## src/rtl/host_pkg.sv

```systemverilog
// rtl/host_pkg.sv - shared constants, state and line types for the host line packer
package host_pkg;

  localparam int ADDR_BITCOUNT = 64;
  localparam int WORD_SIZE     = 32;
  localparam int CL_SIZE_WIDTH = 512;
  localparam int WPL           = CL_SIZE_WIDTH / WORD_SIZE;
  localparam int LINE_OFF_BITS = 6;
  localparam int IDX_BITS      = $clog2(WPL);
  localparam int TAG_BITS      = ADDR_BITCOUNT - LINE_OFF_BITS;

  typedef enum logic [2:0] {
    COLLECT,
    FLUSH,
    RD_REQ,
    RD_WAIT,
    RD_RESP
  } pk_state_t;

  typedef logic [CL_SIZE_WIDTH-1:0] line_t;

  function automatic logic [TAG_BITS-1:0] line_tag(input logic [ADDR_BITCOUNT-1:0] a);
    return a[ADDR_BITCOUNT-1:LINE_OFF_BITS];
  endfunction

  function automatic logic [IDX_BITS-1:0] word_idx(input logic [ADDR_BITCOUNT-1:0] a);
    return a[LINE_OFF_BITS-1:LINE_OFF_BITS-IDX_BITS];
  endfunction

endpackage

```

## src/rtl/cl_line_reg.sv

```systemverilog
// rtl/cl_line_reg.sv - line data, per-word mask and tag storage for write combining
module cl_line_reg
  import host_pkg::*;
(
  input  logic                clk,
  input  logic                rst,
  input  logic                clr,
  input  logic                we,
  input  logic [TAG_BITS-1:0] wr_tag,
  input  logic [IDX_BITS-1:0] wr_idx,
  input  logic [WORD_SIZE-1:0] wr_data,
  output line_t               line_q,
  output logic [WPL-1:0]      mask_q,
  output logic [TAG_BITS-1:0] tag_q,
  output logic                full_after_we,
  output logic                empty
);

  logic [WPL-1:0] wr_bit;

  assign wr_bit        = WPL'(1) << wr_idx;
  assign full_after_we = &(mask_q | wr_bit);
  assign empty         = ~|mask_q;

  // Clear and write may coincide: the write then lands in the freshly emptied line.
  always_ff @(posedge clk) begin
    if (rst) begin
      line_q <= '0;
      mask_q <= '0;
      tag_q  <= '0;
    end else begin
      if (clr) begin
        line_q <= '0;
        mask_q <= '0;
      end
      if (we) begin
        line_q[wr_idx*WORD_SIZE +: WORD_SIZE] <= wr_data;
        mask_q[wr_idx]                        <= 1'b1;
        tag_q                                 <= wr_tag;
      end
    end
  end

endmodule

```

## src/rtl/host_line_packer.sv

```systemverilog
// rtl/host_line_packer.sv - write-combining word-to-cache-line bridge with flush-before-read
module host_line_packer
  import host_pkg::*;
(
  input  logic                     clk,
  input  logic                     rst,
  input  logic                     wr_req,
  input  logic [ADDR_BITCOUNT-1:0] wr_addr,
  input  logic [WORD_SIZE-1:0]     wr_data,
  input  logic                     rd_req,
  input  logic [ADDR_BITCOUNT-1:0] rd_addr,
  input  logic                     flush,
  output logic                     req_ready,
  output logic                     rd_valid,
  output logic [WORD_SIZE-1:0]     rd_data,
  output logic                     host_we,
  output logic [ADDR_BITCOUNT-1:0] host_wr_addr,
  output line_t                    host_wr_data,
  output logic [WPL-1:0]           host_wr_mask,
  input  logic                     host_wr_ready,
  output logic                     host_re,
  output logic [ADDR_BITCOUNT-1:0] host_rd_addr,
  input  logic                     host_rd_ready,
  input  logic                     host_rd_valid,
  input  line_t                    host_rd_data,
  output logic                     idle
);

  pk_state_t state, state_n;

  logic                 pw_valid, pr_valid;
  logic [TAG_BITS-1:0]  pw_tag, pr_tag;
  logic [IDX_BITS-1:0]  pw_idx, pr_idx;
  logic [WORD_SIZE-1:0] pw_data;
  logic                 pw_set, pr_set;

  logic                 lr_clr, lr_we;
  logic [TAG_BITS-1:0]  lr_wr_tag, lr_tag;
  logic [IDX_BITS-1:0]  lr_wr_idx;
  logic [WORD_SIZE-1:0] lr_wr_data;
  logic                 lr_full_after_we, lr_empty;
  line_t                lr_line;
  logic [WPL-1:0]       lr_mask;

  logic unused_bits;
  assign unused_bits = ^{wr_addr[1:0], rd_addr[1:0]};

  cl_line_reg u_line (
    .clk           (clk),
    .rst           (rst),
    .clr           (lr_clr),
    .we            (lr_we),
    .wr_tag        (lr_wr_tag),
    .wr_idx        (lr_wr_idx),
    .wr_data       (lr_wr_data),
    .line_q        (lr_line),
    .mask_q        (lr_mask),
    .tag_q         (lr_tag),
    .full_after_we (lr_full_after_we),
    .empty         (lr_empty)
  );

  always_ff @(posedge clk) begin
    if (rst) state <= COLLECT;
    else     state <= state_n;
  end

  always_comb begin
    state_n    = state;
    lr_clr     = 1'b0;
    lr_we      = 1'b0;
    lr_wr_tag  = line_tag(wr_addr);
    lr_wr_idx  = word_idx(wr_addr);
    lr_wr_data = wr_data;
    pw_set     = 1'b0;
    pr_set     = 1'b0;
    case (state)
      COLLECT: begin
        if (wr_req) begin
          if (lr_empty || (line_tag(wr_addr) == lr_tag)) begin
            lr_we = 1'b1;
            if (lr_full_after_we || flush) state_n = FLUSH;
          end else begin
            pw_set  = 1'b1;
            state_n = FLUSH;
          end
        end else if (rd_req) begin
          pr_set  = 1'b1;
          state_n = lr_empty ? RD_REQ : FLUSH;
        end else if (flush && !lr_empty) begin
          state_n = FLUSH;
        end
      end
      FLUSH: begin
        if (host_wr_ready) begin
          lr_clr = 1'b1;
          // A write that missed the old tag is replayed into the emptied line.
          if (pw_valid) begin
            lr_we      = 1'b1;
            lr_wr_tag  = pw_tag;
            lr_wr_idx  = pw_idx;
            lr_wr_data = pw_data;
          end
          state_n = pr_valid ? RD_REQ : COLLECT;
        end
      end
      RD_REQ:  if (host_rd_ready) state_n = RD_WAIT;
      RD_WAIT: if (host_rd_valid) state_n = RD_RESP;
      RD_RESP: state_n = COLLECT;
      default: state_n = COLLECT;
    endcase
  end

  always_comb begin
    req_ready = (state == COLLECT);
    host_we   = (state == FLUSH);
    host_re   = (state == RD_REQ);
    rd_valid  = (state == RD_RESP);
    idle      = (state == COLLECT) && lr_empty;
  end

  assign host_wr_addr = {lr_tag, {LINE_OFF_BITS{1'b0}}};
  assign host_wr_data = lr_line;
  assign host_wr_mask = lr_mask;
  assign host_rd_addr = {pr_tag, {LINE_OFF_BITS{1'b0}}};

  always_ff @(posedge clk) begin
    if (rst) begin
      pw_valid <= 1'b0;
      pw_tag   <= '0;
      pw_idx   <= '0;
      pw_data  <= '0;
      pr_valid <= 1'b0;
      pr_tag   <= '0;
      pr_idx   <= '0;
      rd_data  <= '0;
    end else begin
      if (pw_set) begin
        pw_valid <= 1'b1;
        pw_tag   <= line_tag(wr_addr);
        pw_idx   <= word_idx(wr_addr);
        pw_data  <= wr_data;
      end else if (state == FLUSH && host_wr_ready) begin
        pw_valid <= 1'b0;
      end
      if (pr_set) begin
        pr_valid <= 1'b1;
        pr_tag   <= line_tag(rd_addr);
        pr_idx   <= word_idx(rd_addr);
      end else if (state == RD_RESP) begin
        pr_valid <= 1'b0;
      end
      if (state == RD_WAIT && host_rd_valid)
        rd_data <= host_rd_data[pr_idx*WORD_SIZE +: WORD_SIZE];
    end
  end

endmodule

```

## config.mk

```make
export PLATFORM = sky130hd
export DESIGN_NAME = host_line_packer
export DESIGN_NICKNAME = d
export VERILOG_FILES = /design/src/rtl/host_pkg.sv /design/src/rtl/cl_line_reg.sv /design/src/rtl/host_line_packer.sv
export SDC_FILE = /design/constraint.sdc
export NUM_CORES = 2
export LEC_CHECK = 0
export ABC_AREA = 1
export CORE_AREA = 2 2 527 529
export CTS_CLUSTER_DIAMETER = 120
export DETAILED_ROUTE_END_ITERATION = 7
export DIE_AREA = 0 0 529 531
export PLACE_DENSITY_LB_ADDON = 0.12
export SYNTH_ARGS = -nofsm -noshare
export SYNTH_HDL_FRONTEND = slang
export SYNTH_HIERARCHICAL = 1
export SYNTH_SLANG_ARGS = --single-unit
```

## constraint.sdc

```tcl
create_clock -name clk -period 4.4 [get_ports clk]
set_input_delay 1.1 -clock clk [delete_from_list [all_inputs] [get_ports clk]]
set_output_delay 1.1 -clock clk [all_outputs]
set_load 0.01 [all_outputs]
```

==> run summary <==
- **ranking of synthesized cells by area** sky130_fd_sc_hd__dfxtp_1, sky130_fd_sc_hd__nor2_1, sky130_fd_sc_hd__o21ai_0
- **Clock Tree Buf Depth** 3
- **number of remaining DRC errors** 0
- **Slew HR** 16.9%
- **worst r2r path cells** 16
- **crit path capture type** primary output
- **root cell of the clock tree** sky130_fd_sc_hd__clkbuf_16
- **Layout Utilization** 22.6%
- **count of distinct cell types in the synthesized netlist** 35
- **row count** 193
- **internal portion of total power** 16.3 mW
- **combinational share of power** 32.8%
- **count of input and output buffers** 1,356
- **Synth Area per Inst** 6.39 um2
- **antenna violations before repair** 130
- **gr ovfl total** 0
- **Total Power** 26.0 mW
- **slack of the worst reg-to-reg path** 880 ps
- **top cell type by total area after synthesis** sky130_fd_sc_hd__dfxtp_1
- **worst vdd rail ir drop** 0.000345 V
- **number of slew-limit violations in the final report** 0
- **register area share after synthesis** 40.2%
- **Routed WL per cell** 26.8 um
- **CP Max Fanout** 4
- **CTS sink count** 779
- **Critical Path, Cell by Cell** nor4_1 > nand2_1 > nor2_1 > inv_1 > nor2_1 > clkdlybuf4s50_1
- **fin crit period** 3790 ps
- **post-route ant nets** 0
- **number of DRC violations after detailed-routing iteration 0** 2,828
- **total wire length** 297,000 um
- **Die Width** 529 um
- **share of Yosys cell area claimed by the top area cell type** 40.2%
- **Vias** 46,000
- **highest-delay cell along the critical path** sky130_fd_sc_hd__clkdlybuf4s50_1
- **endpoint of the worst hold-timing path** pw_tag[1]
- **post-route clock period utilization** 86.2%
- **run status** finished, final reports clean
- **hold buffer count at CTS** 0
- **top-level port count** 1,373
- **register bit count reported by yosys** 779
- **clock tree from TritonCTS** done
- **Hold Path Cell Cnt** 2
- **initial core utilization** 14.1%
- **clock-pin slew of the registers on the worst-case setup and hold paths** 60 ps
- **Routability Congestion** 0.896
- **first-pass iteration count of the detailed router** 5
- **Post-layout nets** 8,039
- **vias in the first global route** 44,500
- **core box area** 275,000 um2
- **worst clock skew** 66.6 ps
- **Syn. warnings** 6
- **Hold Crit Class** flop to flop
- **arrival time worst endpoint** 2690 ps
- **Switch Pwr** 9.75 mW
- **critical hold path startpoint** pw_tag[1]
- **GR Util All Layers** 20.2%
- **WP buf/inv** 2
- **cell count after synthesis** 6,073
- **unrepaired setup endpoints after global routing** false
- **power density normalized to cell area** 419 nW/um2
- **most common library cell in the layout ignoring fill and taps** sky130_fd_sc_hd__nor2_1
- **die footprint** 281,000 um2
- **number of standard cells in the layout, taps in and fillers out** 11,100
- **Worst path top cell family by delay** simple AND/OR/NAND/NOR gates
- **number of setup buffers added after CTS** 0
- **P&R area growth vs syn** 60.1%
- **commonest cells after routing, fill and taps aside** sky130_fd_sc_hd__nor2_1, sky130_fd_sc_hd__clkdlybuf4s50_1, sky130_fd_sc_hd__o21ai_0
- **biggest cell delay along the critical path** 630 ps
- **number of hold violations in the final report** 0
- **Flop pwr share** 31.6%
- **number of failing setup endpoints in the final timing report** 0
- **crit-path most repeated cell** sky130_fd_sc_hd__nor2_1
- **number of buffers created by CTS** 107
- **critical path type** flop to primary output
- **Worst Path Required** 3300 ps
- **power share of the clock group** 35.6%
- **switching power share of the total** 37.5%
- **Worst Max-Slew Pin Slew** 1250 ps
- **worst flop-to-flop path startpoint** state[2]
- **die height** 531 um
- **max-cap check violation count** 0
- **cell count after placement** 10,800
- **mapped cell area** 38,800 um2
- **largest net degree at the start of global routing** 117
- **vias per inst** 4.15
- **post-cts sizing count** 0
- **layout cell share with drive strength beyond 1** 7.80%
- **clock latency of the later-clocked register in the worst-skew pair** 750 ps
- **Setup crit start kind** flop
- **CTS HTree Levels** 3
- **max frequency** 264 MHz
- **global-route wire length before repair** 392,000 um
- **HPWL Detailed** 235,000 um
- **endpoint of the most critical register-to-register path** u_line/line_q[82]
- **leakage power** 23.5 nW
-- synth_stat cells, drive strengths merged --
master,count
nand2,851
nor3,10
o21ai,976
nor2,1473
o22ai,151
buf,174
nand3,139
inv,536
nand3b,2
xnor2,10
clkinv,3
nor4,10
nand4,159
a21oi,441
a2111oi,1
conb,1
clkbuf,338
or2,1
o32ai,8
a221oi,1
ha,9
dfxtp,779
-- power groups by stage --
stage / logic, mW / registers (mW) / clock network (mW)
CTS: 8.69 / 8.23 / 9.63
global placement: 8.68 / 8.36 / 0
floorplan: 3.62 / 8.43 / 0
finish: 8.54 / 8.22 / 9.26
global route: 9.30 / 8.31 / 9.83
detailed placement: 8.66 / 8.37 / 0
-- metal layers --
layer / routed length [um] / vias to the layer above / global-route usage [%]
li1: - / 22300 / -
met1: 122000 / 21700 / 24.1
met2: 141000 / 1551 / 34.5
met3: 25400 / 385 / 6.83
met4: 8000 / 30 / 5.01
met5: 195 / - / 0
-- sequential cells by signal, summed over array words and instances (netlist names), 3 cells and up --
signal         count
u_line/line_q    512
pr_tag            58
pw_tag            58
u_line/tag_q      58
pw_data           32
rd_data           32
u_line/mask_q     16
pr_idx             4
pw_idx             4
state              3
-- worst max-delay path by stage --
stage                      startpoint                 end  slack [ps]  cells after the start
finish              u_line/mask_q[14]                idle         610                      6
global route        u_line/mask_q[14]                idle         370                      6
CTS                 u_line/mask_q[14]                idle         460                      6
detailed placement      host_wr_ready   u_line/line_q[82]        -130                     16
global placement        host_wr_ready   u_line/line_q[82]         -70                     16
floorplan               host_wr_ready  u_line/line_q[162]          20                     21
-- area by class of cell --
class                      instances  area [um2]
antenna                           27        67.6
clock buffer                     167        3230
clock inverter                    32         452
fill                           31000      213000
inverter                         539        2050
multi-input combinational       4254       19300
sequential                       779       15600
tap                             3607        4510
timing repair buffer            1669       16900
-- worst min-delay path, delay by kind of cell (launching register included) --
kind / cells / cell delay (ps)
AOI/OAI and AO/OA: 1 / 50
buffers and inverters: 1 / 50
DFF: 1 / 290
-- logic make-up (layout without fill, tap and decap cells) --
group                    Yosys count  count (layout)  share of synthesized area [%]
AND/OR/NAND/NOR                 2645            2645                           27.3
AO/OA/AOI/OAI                   1578            1578                           21.1
buffers and inverters           1051            2407                           10.9
flip-flops                       779             779                           40.2
XOR/XNOR                          10              10                          0.226
adder cells (fa/ha/maj)            9               9                          0.290
other                              1              39                        0.00966
-- through the flow --
step | setup slack [ps] | area, um2 | TNS [ps] | hold WS [ps]
after CTS | 462 | 62100 | 0 | 451
final | 607 | 62100 | 0 | 447
after detailed placement | -128 | 58400 | -3070 | 440
after global routing | 374 | 62100 | 0 | 464
after floorplan | 19.3 | 38900 | 0 | 425
after global placement | -71.5 | 58400 | -1170 | 434
Power figures use the tool's default switching activity.
